<file path="src/rtl/upsample_pkg.sv">
// Shared constants, state encoding and address helper for the upsampler line scheduler.
package upsample_pkg;

  localparam int SLOTS_LOG2   = 3;
  localparam int SLOT_BITS    = 11;
  localparam int ADDR         = 14;
  localparam int SLOTS        = 1 << SLOTS_LOG2;
  localparam int PRIME_LINES  = 2;
  localparam int HOFFSET_BASE = 'h80;

  typedef enum logic [1:0] {
    ST_IDLE  = 2'd0,
    ST_PRIME = 2'd1,
    ST_RUN   = 2'd2
  } state_t;

  // Read start address of a slot, pulled back by the total horizontal offset.
  // The subtraction wraps modulo the BRAM size, so slot 0 reads from the top of the ring.
  function automatic logic [ADDR-1:0] slot_base(input logic [SLOTS_LOG2-1:0] slot,
                                                input logic [7:0]            hoffset);
    logic [ADDR-1:0] offset;
    offset = ADDR'(HOFFSET_BASE) + ADDR'(hoffset);
    return {slot, {SLOT_BITS{1'b0}}} - offset;
  endfunction

endpackage

</file>
<file path="src/rtl/upsample_line_scheduler_sync.sv">
// Three-flop synchroniser that turns an asynchronous level into a one-cycle event.
// FALL_ONLY=0: any change of the level (toggle-to-pulse).
// FALL_ONLY=1: only a 1->0 transition (edge detection).
module toggle_event_sync
  import upsample_pkg::*;
#(
  parameter bit FALL_ONLY = 1'b0
) (
  input  logic clk_out,
  input  logic reset,
  input  logic i_async,
  output logic o_event
);

  // sync_q[0] = stage1, sync_q[1] = stage2, sync_q[2] = stage3
  logic [2:0] sync_q;

  // Shift the asynchronous input through three flops.
  always_ff @(posedge clk_out) begin
    if (reset) sync_q <= '0;
    else       sync_q <= {sync_q[1:0], i_async};
  end

  // Compare the two settled stages to find the event.
  always_comb begin
    if (FALL_ONLY) o_event = sync_q[2] & ~sync_q[1];
    else           o_event = sync_q[2] ^ sync_q[1];
  end

endmodule

</file>
<file path="src/rtl/upsample_line_scheduler.sv">
// Line ring-buffer scheduler: counts written PAL lines, chooses advance/repeat on
// each HD line start, tracks occupancy and overrun, and resyncs on PAL frame start.
module upsample_line_scheduler
  import upsample_pkg::*;
(
  input  logic                  clk_out,
  input  logic                  reset,
  input  logic                  i_enable,
  input  logic                  i_wr_line_tgl,
  input  logic                  i_pal_vsync,
  input  logic                  i_hd_hsync,
  input  logic [7:0]            i_hd_hoffset,
  output logic [ADDR-1:0]       o_rd_base,
  output logic [SLOTS_LOG2-1:0] o_rd_slot,
  output logic [SLOTS_LOG2-1:0] o_wr_slot,
  output logic                  o_line_start,
  output logic                  o_frame_start,
  output logic [SLOTS_LOG2:0]   o_pending,
  output logic [3:0]            o_repeat_cnt,
  output logic                  o_overrun,
  output logic [1:0]            o_state
);

  state_t                state_q, state_d;
  logic                  wr_evt, frame_evt, line_evt;
  logic [1:0]            hs_q;
  logic [SLOTS_LOG2-1:0] wr_slot_q, rd_slot_q, rd_slot_d;
  logic [SLOTS_LOG2:0]   pending_q, pending_d;
  logic [3:0]            repeat_q;
  logic                  active, wr_go, ls_go, adv, full;

  toggle_event_sync #(.FALL_ONLY(1'b0)) u_wr_sync (
    .clk_out (clk_out),
    .reset   (reset),
    .i_async (i_wr_line_tgl),
    .o_event (wr_evt)
  );

  toggle_event_sync #(.FALL_ONLY(1'b1)) u_vs_sync (
    .clk_out (clk_out),
    .reset   (reset),
    .i_async (i_pal_vsync),
    .o_event (frame_evt)
  );

  // Two-bit hsync history; hs_q[1] is older, hs_q[0] newer.
  always_ff @(posedge clk_out) begin
    if (reset) hs_q <= '0;
    else       hs_q <= {hs_q[0], i_hd_hsync};
  end

  // Event qualification and next pointer/occupancy values.
  always_comb begin
    line_evt = ~hs_q[1] & hs_q[0];
    active   = i_enable && (state_q != ST_IDLE);
    // Frame start wins: coincident write/line events are discarded.
    wr_go    = active && wr_evt && !frame_evt;
    ls_go    = active && line_evt && !frame_evt;
    full     = (pending_q == (SLOTS_LOG2+1)'(SLOTS-1));
    adv      = ls_go && (state_q == ST_RUN) && (pending_q != '0);
    // Read pointer moves on a consumed line or when a full ring drops its oldest line.
    rd_slot_d = rd_slot_q + SLOTS_LOG2'(adv || (wr_go && full));
    pending_d = pending_q;
    if (wr_go && !adv && !full)  pending_d = pending_q + (SLOTS_LOG2+1)'(1);
    else if (adv && !wr_go)      pending_d = pending_q - (SLOTS_LOG2+1)'(1);
  end

  // State register.
  always_ff @(posedge clk_out) begin
    if (reset) state_q <= ST_IDLE;
    else       state_q <= state_d;
  end

  // Next-state logic.
  always_comb begin
    state_d = state_q;
    if (!i_enable) begin
      state_d = ST_IDLE;
    end else begin
      case (state_q)
        ST_IDLE:  if (frame_evt) state_d = ST_PRIME;
        ST_PRIME: begin
          if (frame_evt)                                           state_d = ST_PRIME;
          else if (pending_q >= (SLOTS_LOG2+1)'(PRIME_LINES))      state_d = ST_RUN;
        end
        ST_RUN:   if (frame_evt) state_d = ST_PRIME;
        default:  state_d = ST_IDLE;
      endcase
    end
  end

  // Output mapping of state and pointers.
  always_comb begin
    o_state      = state_q;
    o_wr_slot    = wr_slot_q;
    o_rd_slot    = rd_slot_q;
    o_pending    = pending_q;
    o_repeat_cnt = repeat_q;
  end

  // Pointers, occupancy, repeat counter, overrun flag and registered read address.
  always_ff @(posedge clk_out) begin
    if (reset) begin
      wr_slot_q     <= '0;
      rd_slot_q     <= '0;
      pending_q     <= '0;
      repeat_q      <= '0;
      o_overrun     <= 1'b0;
      o_line_start  <= 1'b0;
      o_frame_start <= 1'b0;
      o_rd_base     <= '0;
    end else begin
      o_frame_start <= frame_evt;
      o_line_start  <= ls_go;
      if (!active || frame_evt) begin
        wr_slot_q <= '0;
        rd_slot_q <= '0;
        pending_q <= '0;
        repeat_q  <= '0;
      end else begin
        wr_slot_q <= wr_slot_q + SLOTS_LOG2'(wr_go);
        rd_slot_q <= rd_slot_d;
        pending_q <= pending_d;
        if (adv)                             repeat_q <= '0;
        else if (ls_go && repeat_q != 4'hF)  repeat_q <= repeat_q + 4'd1;
        if (wr_go && full)                   o_overrun <= 1'b1;
      end
      if (ls_go) o_rd_base <= slot_base(rd_slot_d, i_hd_hoffset);
    end
  end

endmodule

</file>
<file path="config.mk">
export PLATFORM = sky130hd
export DESIGN_NAME = upsample_line_scheduler
export DESIGN_NICKNAME = d
export VERILOG_FILES = /design/src/rtl/upsample_pkg.sv /design/src/rtl/upsample_line_scheduler_sync.sv /design/src/rtl/upsample_line_scheduler.sv
export SDC_FILE = /design/constraint.sdc
export NUM_CORES = 1
export LEC_CHECK = 0
export ABC_AREA = 1
export CORE_MARGIN = 10
export CORE_UTILIZATION = 45
export CTS_BUF_LIST = sky130_fd_sc_hd__clkbuf_8
export DETAILED_ROUTE_END_ITERATION = 10
export PLACE_DENSITY = 0.74
export SYNTH_ARGS = -nofsm -noshare
export SYNTH_HDL_FRONTEND = slang
export SYNTH_SLANG_ARGS = --single-unit
</file>
<file path="constraint.sdc">
create_clock -name clk_out -period 2.9 [get_ports clk_out]
set_clock_uncertainty 0.2 [all_clocks]
set_input_delay 0.29 -clock clk_out [delete_from_list [all_inputs] [get_ports clk_out]]
set_output_delay 0.29 -clock clk_out [all_outputs]
set_load 0.005 [all_outputs]
</file>
# Word level (Yosys, flattened, before mapping)
# Cells that the tools add are included.
dict set report op_classes {
  n_eq_ne 6
  shifts 0
  n_reduce_logical 29
  n_lt_le_gt_ge 1
  bitwise 7
  addsub 7
  muxes 6
  div 0
  mul 0
}
# operator count
set ops {}
lappend ops {{subtractor 14 x 9 -> 14 bit} 1}
lappend ops {{logical AND 1 bit} 12}
lappend ops {{adder 8 x 8 -> 9 bit (first input constant)} 1}
lappend ops {{adder 4 x 1 -> 4 bit (second input constant)} 2}
lappend ops {{2-to-1 mux 4 bit} 2}
lappend ops {{adder 3 x 1 -> 3 bit} 2}
lappend ops {{2-to-1 mux 2 bit} 3}
lappend ops {{OR reduction 2 bit} 3}
lappend ops {{zero test 1 bit} 5}
lappend ops {{== test 4 x 3 -> 1 bit (second input constant)} 1}
lappend ops {{>= comparator 4 x 2 -> 1 bit (second input constant)} 1}
lappend ops {{!= test 4 bit (second input constant)} 1}
lappend ops {{NOT 1 bit} 4}
lappend ops {{one-hot mux 2 bit (2 select lines)} 1}
lappend ops {{AND reduction 2 bit} 2}
lappend ops {{nonzero test 2 bit} 2}
lappend ops {{nonzero test 4 bit} 1}
lappend ops {{subtractor 4 x 1 -> 4 bit (second input constant)} 1}
lappend ops {{!= test 3 bit (second input constant)} 1}
lappend ops {{OR reduction 3 bit} 1}
lappend ops {{AND 1 bit} 2}
lappend ops {{== test 2 x 1 -> 1 bit (second input constant)} 1}
lappend ops {{== test 2 bit (second input constant)} 1}
lappend ops {{zero test 2 bit} 1}
lappend ops {{3 further kinds} 4}
dict set report word_totals {
  in_bits 14
  ramBits 0
  ff_bits 41
  output_inout_bits 33
  rom_bits 0
  mem_count 0
  latch_bits 0
}

# Longest topological paths before layout
# Gate-level depths: netlist (run 1).
dict set report logic_depth {
  depth_word 10
  depth_mapped 13
}

# By module
# A second synthesis (run 1) with hierarchy kept.
dict set report hier_totals {
  hier_cells 229
  area_unflattened_um2 1786.7
}
# mod cells_each instances seq_area_each_um2 area_per_inst_um2
set by_module_without_submodules {}
lappend by_module_without_submodules {upsample_line_scheduler 205 1 700.7 1596.5}
lappend by_module_without_submodules {{toggle_event_sync (u_wr_sync)} 13 1 60.1 97.6}
lappend by_module_without_submodules {{toggle_event_sync (u_vs_sync)} 11 1 60.1 92.6}

# Worst setup path before layout (run 1)
# No wires, ideal clock.
dict set report synth_path {
  path_type {reg2reg}
  startpoint {register pending_q[0] (netlist: o_pending[0])}
  endpoint {register pending_q[3] (netlist: o_pending[3])}
  slack_ns 0.776
  path_stages_with_launch 11
  period_less_slack_ns 2.124
  path_buffers 0
  required_ns 2.585
  t_arrival_ns 1.810
  path_cell_list {dfxtp_1 > nand2_1 > nor3b_1 > nor2_2 > nand2_4 > ha_1 > a21oi_1 > nand2_1 > nand3b_1 > a21oi_1 > nor2_1}
}
dict set report synth_between {
  elab_chain_len 6
  elab_cells_between_ends 13
}
# item line_no
set synth_rtl {}
lappend synth_rtl {{start, declared} upsample_line_scheduler.sv:28} ;# logic [SLOTS_LOG2:0] pending_q, pending_d;
lappend synth_rtl {{start signal, assigned} upsample_line_scheduler.sv:123} ;# pending_q <= pending_d;
lappend synth_rtl {{branches (longest 6 deep; another with subtractor 4 x 1 -> 4 bit)} --}
# Several ways; the timed one is not identified. The select of a mux whose other input is x is not followed.
# A chain may end at the register's enable or synchronous reset.

# Worst setup path after layout (run 1)
dict set report layout_path {
  startpoint {input port i_enable}
  endpoint {register pending_q[3] (netlist: o_pending[3])}
}
dict set report layout_between {
  elab_chain_len 9
  elab_cells_between_ends 17
}
# item line_no
set layout_rtl {}
lappend layout_rtl {{start, declared} upsample_line_scheduler.sv:8} ;# input logic i_enable,
lappend layout_rtl {{logical AND 1 bit (*)} upsample_line_scheduler.sv:55} ;# active = i_enable && (state_q != ST_IDLE);
lappend layout_rtl {{logical AND 1 bit (2 in series)} upsample_line_scheduler.sv:58} ;# ls_go = active && line_evt && !frame_evt;
lappend layout_rtl {{logical AND 1 bit (2 in series)} upsample_line_scheduler.sv:60} ;# adv = ls_go && (state_q == ST_RUN) && (pending_q != '0);
lappend layout_rtl {{zero test 1 bit} upsample_line_scheduler.sv:64} ;# if (wr_go && !adv && !full) pending_d = pending_q + (SLOTS_LOG2+1)'(1);
lappend layout_rtl {{logical AND 1 bit (2 in series)} upsample_line_scheduler.sv:64}
lappend layout_rtl {{2-to-1 mux 4 bit or nonzero test 2 bit (tied branches)} --}
# Every way passes the cells marked *; elsewhere a longest branch is shown, timed or not.

==> run_summary.xml, run 1 <==
<?xml version="1.0" encoding="UTF-8"?>
<metrics>
  <group name="status">
    <metric name="outcome" unit="">finished, final reports clean</metric>
  </group>
  <group name="logic_synthesis">
    <metric name="synth_top_flop_cell" unit="">dfxtp_1</metric>
    <metric name="ys_warns" unit="">0</metric>
    <metric name="synth.yosys.seq_area_share" unit="">0.4549</metric>
    <metric name="synth.avg_cell_area" unit="um^2">8.392</metric>
    <metric name="ys_types" unit="">31</metric>
    <metric name="synth_area" unit="um^2">1804</metric>
    <metric name="synth_edf_count" unit="">0</metric>
    <metric name="synthCells" unit="">215</metric>
    <metric name="synth_seq_cells" unit="">41</metric>
    <metric name="synthesis.nets" unit="">239</metric>
    <metric name="async_reset_ff_frac" unit="">0</metric>
  </group>
  <group name="cells_and_area">
    <metric name="final_cell_count_no_fill" unit="">313</metric>
    <metric name="final_net_count" unit="">288</metric>
    <metric name="antenna_cells" unit="">0</metric>
    <metric name="layout.cells.most_common_list" unit="">clkdlybuf4s50_1 (46), dfxtp_1 (41), nor2_1 (33), inv_1 (26), nand2_1 (26)</metric>
    <metric name="final-seq-area" unit="um^2">820.8</metric>
    <metric name="layout_commonest_cell" unit="">clkdlybuf4s50_1</metric>
    <metric name="drive_above_1_share" unit="">0.09434</metric>
    <metric name="syn_to_final_growth" unit="%">32.94</metric>
    <metric name="area_occupied_by_multi_input_gates" unit="um^2">843.3</metric>
    <metric name="fillers" unit="">317</metric>
  </group>
  <group name="place">
    <metric name="hpwlAfterDp" unit="um">2934</metric>
    <metric name="replace_congestion" unit="">0.8136</metric>
    <metric name="port-buffer-count" unit="">46</metric>
    <metric name="dp.cells" unit="">305</metric>
  </group>
  <group name="die">
    <metric name="num_io_pins" unit="">47</metric>
    <metric name="die-width" unit="um">83.32</metric>
    <metric name="die_area" unit="um^2">6942</metric>
    <metric name="floorplan.core_area" unit="um^2">3771</metric>
    <metric name="placement_rows" unit="">22</metric>
    <metric name="floorplan.initialDensity" unit="">0.4784</metric>
    <metric name="die_h" unit="um">83.32</metric>
  </group>
  <group name="worst_setup_path">
    <metric name="worst-path-max-fanout" unit="">6</metric>
    <metric name="critical_path.top_delay_family" unit="">simple AND/OR/NAND/NOR gates</metric>
    <metric name="reg2reg_from" unit="">o_pending[1]$_SDFFE_PP0P_</metric>
    <metric name="critPathMaxStageDelay" unit="ns">0.54</metric>
    <metric name="critical_path_class" unit="">in -&gt; reg</metric>
    <metric name="timing.critical_path.slowest_stage_cell" unit="">clkdlybuf4s50_1</metric>
    <metric name="crit_required" unit="ns">2.88</metric>
    <metric name="cp-start-kind" unit="">input pin</metric>
    <metric name="crit-reg2reg-capture" unit="">o_pending[3]$_SDFFE_PP0P_</metric>
    <metric name="reg2reg_slack" unit="ns">0.54</metric>
    <metric name="critical_path_arrival" unit="ns">2.44</metric>
    <metric name="path_buf_inv" unit="">2</metric>
    <metric name="endpoint_kind" unit="">register</metric>
    <metric name="worst-r2r-cell-count" unit="">10</metric>
    <metric name="cp_cell_sequence" unit="">clkdlybuf4s50_1 &gt; inv_1 &gt; nor2_1 &gt; nand3_1 &gt; nor2_2 &gt; nand2_4 &gt; ha_1 &gt; a21oi_1 &gt; nand2_1 &gt; nand3b_1 &gt; a21oi_1 &gt; nor2_1</metric>
  </group>
  <group name="global_routing">
    <metric name="number_of_antenna_violations_at_the_first_check_in_global_routing" unit="">0</metric>
    <metric name="grt_pass1_vias" unit="">1386</metric>
    <metric name="overflow" unit="">0</metric>
    <metric name="grt_util_all_layers" unit="">0.1087</metric>
    <metric name="grt_max_degree" unit="">23</metric>
    <metric name="first_pass_grt_wire_length" unit="um">6334</metric>
  </group>
  <group name="cts">
    <metric name="cts-htree-levels" unit="">2</metric>
    <metric name="post_cts_hold_fix_bufs" unit="">0</metric>
    <metric name="clkTransAtPathRegs" unit="ns">0.07</metric>
    <metric name="cts_buffer_depth" unit="">2</metric>
    <metric name="cts_tree" unit="">yes</metric>
    <metric name="worstSkewPairLatency" unit="ns">0.29</metric>
    <metric name="cts_root_buffer" unit="">clkbuf_8</metric>
    <metric name="postCtsSetupBuffers" unit="">0</metric>
    <metric name="cts_num_sinks" unit="">41</metric>
    <metric name="number_of_cts_inserted_buffers" unit="">5</metric>
    <metric name="cts_resized" unit="">0</metric>
  </group>
  <group name="drt">
    <metric name="avgViaCountPerCell" unit="">4.585</metric>
    <metric name="routed_wire_length_per_instance" unit="um">11.77</metric>
    <metric name="drt_pass1_iterations" unit="">4</metric>
    <metric name="vias" unit="">1435</metric>
    <metric name="dr.first_iter.drc_count" unit="">75</metric>
    <metric name="final_antenna_net_count" unit="">0</metric>
    <metric name="route.detailed.drc" unit="">0</metric>
    <metric name="totalWireLength" unit="um">3685</metric>
  </group>
  <group name="pwr">
    <metric name="power.static_leakage" unit="nW">1.026</metric>
    <metric name="power.ir.vdd_worst" unit="mV">0.3316</metric>
    <metric name="power-per-cell-area" unit="nW/um^2">423.1</metric>
  </group>
  <group name="timing">
    <metric name="post-route-min-period" unit="ns">2.453</metric>
    <metric name="max_freq" unit="MHz">407.6</metric>
    <metric name="worstMarginPinSlew" unit="ns">0.4693</metric>
    <metric name="final_hold_vio_count" unit="">0</metric>
    <metric name="layout_worst_path_cycle_share" unit="">0.8460</metric>
    <metric name="setup_violations" unit="">0</metric>
    <metric name="final-max-slew-violation-count" unit="">0</metric>
    <metric name="rsz_0062_raised_after_global_routing" unit="">false</metric>
    <metric name="worst_slew_margin_rel" unit="">0.6862</metric>
    <metric name="fin_tns_setup" unit="ns">0</metric>
  </group>
  <group name="hold_path">
    <metric name="type_of_the_worst_min_delay_path" unit="">reg -&gt; reg</metric>
    <metric name="hold_start" unit="">u_vs_sync.sync_q[0]$_SDFF_PP0_</metric>
    <metric name="min_delay_worst_endpoint" unit="">u_vs_sync.sync_q[1]$_SDFF_PP0_</metric>
    <metric name="whs_path_depth" unit="">2</metric>
  </group>
  <group name="run">
    <metric name="max-cap-violations" unit="">0</metric>
  </group>
</metrics>
==> power by group <==
| group | switching, mW | internal, mW | total, mW |
|---|---|---|---|
| Sequential | 0.00200 | 0.568 | 0.570 |
| Clock | 0.180 | 0.215 | 0.395 |
| Combinational | 0.0228 | 0.0270 | 0.0498 |
==> worst register-to-register path: stages, from the launching register on <==
cell and delay [ns]:
dfxtp_1 0.47, nand2_1 0.09, nor3b_1 0.32, nor2_2 0.11, nand2_4 0.12, ha_1 0.27, a21oi_1 0.16, nand2_1 0.10
nand3b_1 0.18, a21oi_1 0.16, nor2_1 0.06
==> how the worst max path moves through the flow <==
stage	depth (start not counted)	endpoint	slack, ns	start
finish	12	o_pending[3]$_SDFFE_PP0P_	0.45	i_enable
global route	12	o_pending[3]$_SDFFE_PP0P_	0.31	i_enable
floorplan	10	o_pending[3]$_SDFFE_PP0P_	0.78	o_pending[0]$_SDFFE_PP0P_
CTS	12	o_pending[3]$_SDFFE_PP0P_	0.47	i_enable
global placement	12	o_pending[3]$_SDFFE_PP0P_	0.26	i_enable
detailed placement	12	o_pending[3]$_SDFFE_PP0P_	0.16	i_enable
==> sequential cells by signal (all words and copies together) (netlist names) <==
signal,flops
o_rd_base,14
o_pending,4
o_repeat_cnt,4
o_rd_slot,3
o_wr_slot,3
u_vs_sync.sync_q,3
u_wr_sync.sync_q,3
hs_q,2
o_state,2
o_frame_start,1
o_line_start,1
o_overrun,1
==> cell families after synthesis <==
family	after synthesis	share of synthesized area
simple gates	83	0.2282
fa+ha+maj	10	0.07351
buf+inv	33	0.07767
xor+xnor	8	0.03884
compound gates	40	0.1269
flops	41	0.4549
==> through the flow <==
stage | hold WS [ns] | setup slack, ns | total power, mW | cell area (um^2) | util
2_1_floorplan | 0.1591 | 0.7755 | 0.6070 | 1804 | -
5_1_grt | 0.2215 | 0.3119 | 1.059 | 2399 | 0.6360
4_1_cts | 0.2087 | 0.4681 | 1.036 | 2399 | 0.6360
3_3_place_gp | 0.1899 | 0.2609 | 0.6331 | 2297 | 0.6092
3_5_place_dp | 0.1955 | 0.1643 | 0.6338 | 2297 | 0.6092
6_report | 0.2064 | 0.4466 | 1.015 | 2399 | 0.6360
==> final cells by class <==
class / count / share of cell area
clock inverters: 1 / 0.002087
well taps: 48 / 0.02504
flip-flops and latches: 41 / 0.3422
clock buffers: 7 / 0.04017
repair buffers: 47 / 0.1951
inverters: 28 / 0.04382
multi-input cells: 141 / 0.3516
==> per-layer routing <==
| layer | vias to the layer above | part of all wire | global-route usage |
|---|---|---|---|
| met2 | 22 | 0.49 | 0.1885 |
| met1 | 627 | 0.43 | 0.1103 |
| met4 | 0 | 0.011 | 0.04154 |
| li1 | 781 | - | - |
| met3 | 5 | 0.066 | 0.05078 |
| met5 | - | 0 | 0 |
==> synth_stat cells (2+ instances only) <==
| cell type | count | area (um^2) |
|---|---|---|
| dfxtp_1 | 41 | 820.8 |
| ha_1 | 9 | 112.6 |
| buf_6 | 2 | 22.52 |
| clkbuf_1 | 2 | 7.510 |
| nand2_4 | 3 | 33.78 |
| inv_2 | 2 | 7.510 |
| o21a_1 | 4 | 30.03 |
| nor2_2 | 2 | 12.51 |
| inv_1 | 26 | 97.59 |
| xor2_1 | 3 | 26.28 |
| nand2_1 | 26 | 97.59 |
| nand2_2 | 3 | 18.77 |
| o21ai_0 | 11 | 55.05 |
| nand3_1 | 7 | 35.03 |
| a21oi_1 | 21 | 105.1 |
| xnor2_1 | 5 | 43.79 |
| nor2_1 | 33 | 123.9 |
| nand3b_1 | 2 | 15.01 |
(Power assumes the default switching activity.)
==> inputs of run 2 (changes only) <==
Clock period 2.9 ns to 2.4 ns, I/O delays scaled along.
==> run_summary.xml, run 2 (synthesis gave the netlist of run 1 again) <==
<?xml version="1.0" encoding="UTF-8"?>
<metrics>
  <group name="status">
    <metric name="outcome" unit="">finished, final reports clean</metric>
  </group>
  <group name="worst_setup_path">
    <metric name="worst-path-max-fanout" unit="">3</metric>
    <metric name="cp_cell_sequence" unit="">clkdlybuf4s50_1 &gt; inv_1 &gt; nor2_1 &gt; nand3_1 &gt; nor2_4 &gt; nand2_4 &gt; ha_1 &gt; a21oi_1 &gt; nand2_1 &gt; nand3b_1 &gt; a21oi_1 &gt; nor2_1</metric>
    <metric name="critPathMaxStageDelay" unit="ns">0.48</metric>
    <metric name="cp-start-kind" unit="">input pin</metric>
    <metric name="endpoint_kind" unit="">register</metric>
    <metric name="timing.critical_path.slowest_stage_cell" unit="">clkdlybuf4s50_1</metric>
    <metric name="critical_path_class" unit="">in -&gt; reg</metric>
    <metric name="crit_required" unit="ns">2.39</metric>
    <metric name="critical_path_arrival" unit="ns">2.23</metric>
  </group>
  <group name="global_routing">
    <metric name="first_pass_grt_wire_length" unit="um">6430</metric>
    <metric name="grt_max_degree" unit="">23</metric>
    <metric name="grt_util_all_layers" unit="">0.1090</metric>
    <metric name="overflow" unit="">0</metric>
    <metric name="grt_pass1_vias" unit="">1388</metric>
    <metric name="number_of_antenna_violations_at_the_first_check_in_global_routing" unit="">0</metric>
  </group>
  <group name="timing">
    <metric name="layout_worst_path_cycle_share" unit="">0.9359</metric>
    <metric name="post-route-worst-setup-slack" unit="ns">0.1538</metric>
    <metric name="final-max-slew-violation-count" unit="">0</metric>
    <metric name="rsz_0062_raised_after_global_routing" unit="">false</metric>
    <metric name="max_freq" unit="MHz">445.2</metric>
    <metric name="setup_violations" unit="">0</metric>
    <metric name="fin_tns_setup" unit="ns">0</metric>
    <metric name="holdWs" unit="ns">0.2056</metric>
    <metric name="worstMarginPinSlew" unit="ns">0.3541</metric>
    <metric name="final_hold_vio_count" unit="">0</metric>
    <metric name="post-route-min-period" unit="ns">2.246</metric>
    <metric name="worst_slew_margin_rel" unit="">0.7636</metric>
  </group>
  <group name="drt">
    <metric name="routed_wire_length_per_instance" unit="um">11.65</metric>
    <metric name="final_antenna_net_count" unit="">0</metric>
    <metric name="totalWireLength" unit="um">3750</metric>
    <metric name="drt_pass1_iterations" unit="">4</metric>
    <metric name="dr.first_iter.drc_count" unit="">73</metric>
    <metric name="avgViaCountPerCell" unit="">4.550</metric>
    <metric name="route.detailed.drc" unit="">0</metric>
    <metric name="vias" unit="">1465</metric>
  </group>
  <group name="hold_path">
    <metric name="type_of_the_worst_min_delay_path" unit="">reg -&gt; reg</metric>
  </group>
  <group name="cells_and_area">
    <metric name="antenna_cells" unit="">0</metric>
    <metric name="final_net_count" unit="">297</metric>
    <metric name="layout_commonest_cell" unit="">clkdlybuf4s50_1</metric>
    <metric name="largest_register" unit="">o_rd_base</metric>
    <metric name="fillers" unit="">337</metric>
    <metric name="syn_to_final_growth" unit="%">36.27</metric>
    <metric name="drive_above_1_share" unit="">0.1277</metric>
    <metric name="layout.cells.most_common_list" unit="">clkdlybuf4s50_1 (46), dfxtp_1 (40), nor2_1 (33), inv_1 (27), nand2_1 (26)</metric>
    <metric name="largest_reg_flops" unit="">14</metric>
  </group>
  <group name="die">
    <metric name="die_area" unit="um^2">6942</metric>
    <metric name="floorplan.initialDensity" unit="">0.4784</metric>
    <metric name="placement_rows" unit="">22</metric>
    <metric name="die-width" unit="um">83.32</metric>
    <metric name="num_io_pins" unit="">47</metric>
    <metric name="floorplan.core_area" unit="um^2">3771</metric>
    <metric name="die_h" unit="um">83.32</metric>
  </group>
  <group name="cts">
    <metric name="cts_buffer_depth" unit="">2</metric>
    <metric name="cts_tree" unit="">yes</metric>
    <metric name="cts_num_sinks" unit="">41</metric>
    <metric name="clkTransAtPathRegs" unit="ns">0.07</metric>
    <metric name="cts-htree-levels" unit="">2</metric>
    <metric name="number_of_cts_inserted_buffers" unit="">5</metric>
    <metric name="worstSkewPairLatency" unit="ns">0.29</metric>
    <metric name="cts_root_buffer" unit="">clkbuf_8</metric>
  </group>
  <group name="place">
    <metric name="replace_congestion" unit="">0.7901</metric>
    <metric name="detailedPlace.worstSlack" unit="ns">-0.1334</metric>
    <metric name="hpwlAfterDp" unit="um">3027</metric>
    <metric name="port-buffer-count" unit="">46</metric>
  </group>
  <group name="pwr">
    <metric name="power.static_leakage" unit="nW">1.065</metric>
    <metric name="power-per-cell-area" unit="nW/um^2">475.0</metric>
    <metric name="power.ir.vdd_worst" unit="mV">0.3974</metric>
    <metric name="total_power" unit="mW">1.168</metric>
  </group>
  <group name="run">
    <metric name="max-cap-violations" unit="">0</metric>
  </group>
</metrics>
-- run 2: final timing paths --
check,start,end,slack [ns],cells after the start
worst min-delay path,u_wr_sync.sync_q[0]$_SDFF_PP0_,u_wr_sync.sync_q[1]$_SDFF_PP0_,0.21,2
worst max register to register,o_state[1]$_SDFFE_PP0P_,o_pending[3]$_SDFFE_PP0P_,0.16,11
worst min register to register,u_wr_sync.sync_q[0]$_SDFF_PP0_,u_wr_sync.sync_q[1]$_SDFF_PP0_,0.21,2
worst max-delay path,i_enable,o_pending[3]$_SDFFE_PP0P_,0.15,12
-- run 2: cell type report --
type | count | area, um^2 | area share
multi-input cells | 141 | 853.3 | 0.3471
flip-flops and latches | 41 | 822.0 | 0.3344
repair buffers | 56 | 535.5 | 0.2178
inverters | 28 | 105.1 | 0.04275
clock buffers | 5 | 68.82 | 0.02799
well taps | 48 | 60.06 | 0.02443
clock inverters | 3 | 13.76 | 0.005598
-- run 2: per-layer routing --
metal / part of all wire / routed length, um / track usage
met1: 0.44 / 1661 / 0.1220
met2: 0.49 / 1840 / 0.1788
met3: 0.057 / 215 / 0.04883
met4: 0.0085 / 32 / 0.03692
met5: 0 / 0 / 0
-- run 2: what timing repair did --
action,in CTS,in global routing
hold buffers,0,0
setup endpoints to repair,0,1
gates resized for setup,0,3
setup buffers,0,0
-- run 2: worst max-delay path, delay by kind of cell --
kind / cells / cell delay, ns
adders and majority gates: 1 / 0.31
AOI/OAI and AO/OA: 2 / 0.33
and+or+nand+nor: 7 / 0.82
buffers and inverters: 2 / 0.52
-- run 2: metrics by stage --
| stage | cell area [um^2] | std cells | util |
|---|---|---|---|
| 4_1_cts | 2447 | 322 | 0.6490 |
| 3_3_place_gp | 2365 | 314 | 0.6271 |
| 3_5_place_dp | 2365 | 314 | 0.6271 |
| 6_report | 2459 | 322 | 0.6520 |
| 2_1_floorplan | 1804 | 215 | - |
| 5_1_grt | 2459 | 322 | 0.6520 |
-- run 2: power breakdown --
group | leakage, nW | switching [mW] | internal [mW] | total (mW)
clock network | 0.0491 | 0.218 | 0.197 | 0.415
registers | 0.332 | 0.00258 | 0.687 | 0.689
logic | 0.684 | 0.0284 | 0.0350 | 0.0634
total | 1.07 | 0.249 | 0.919 | 1.17
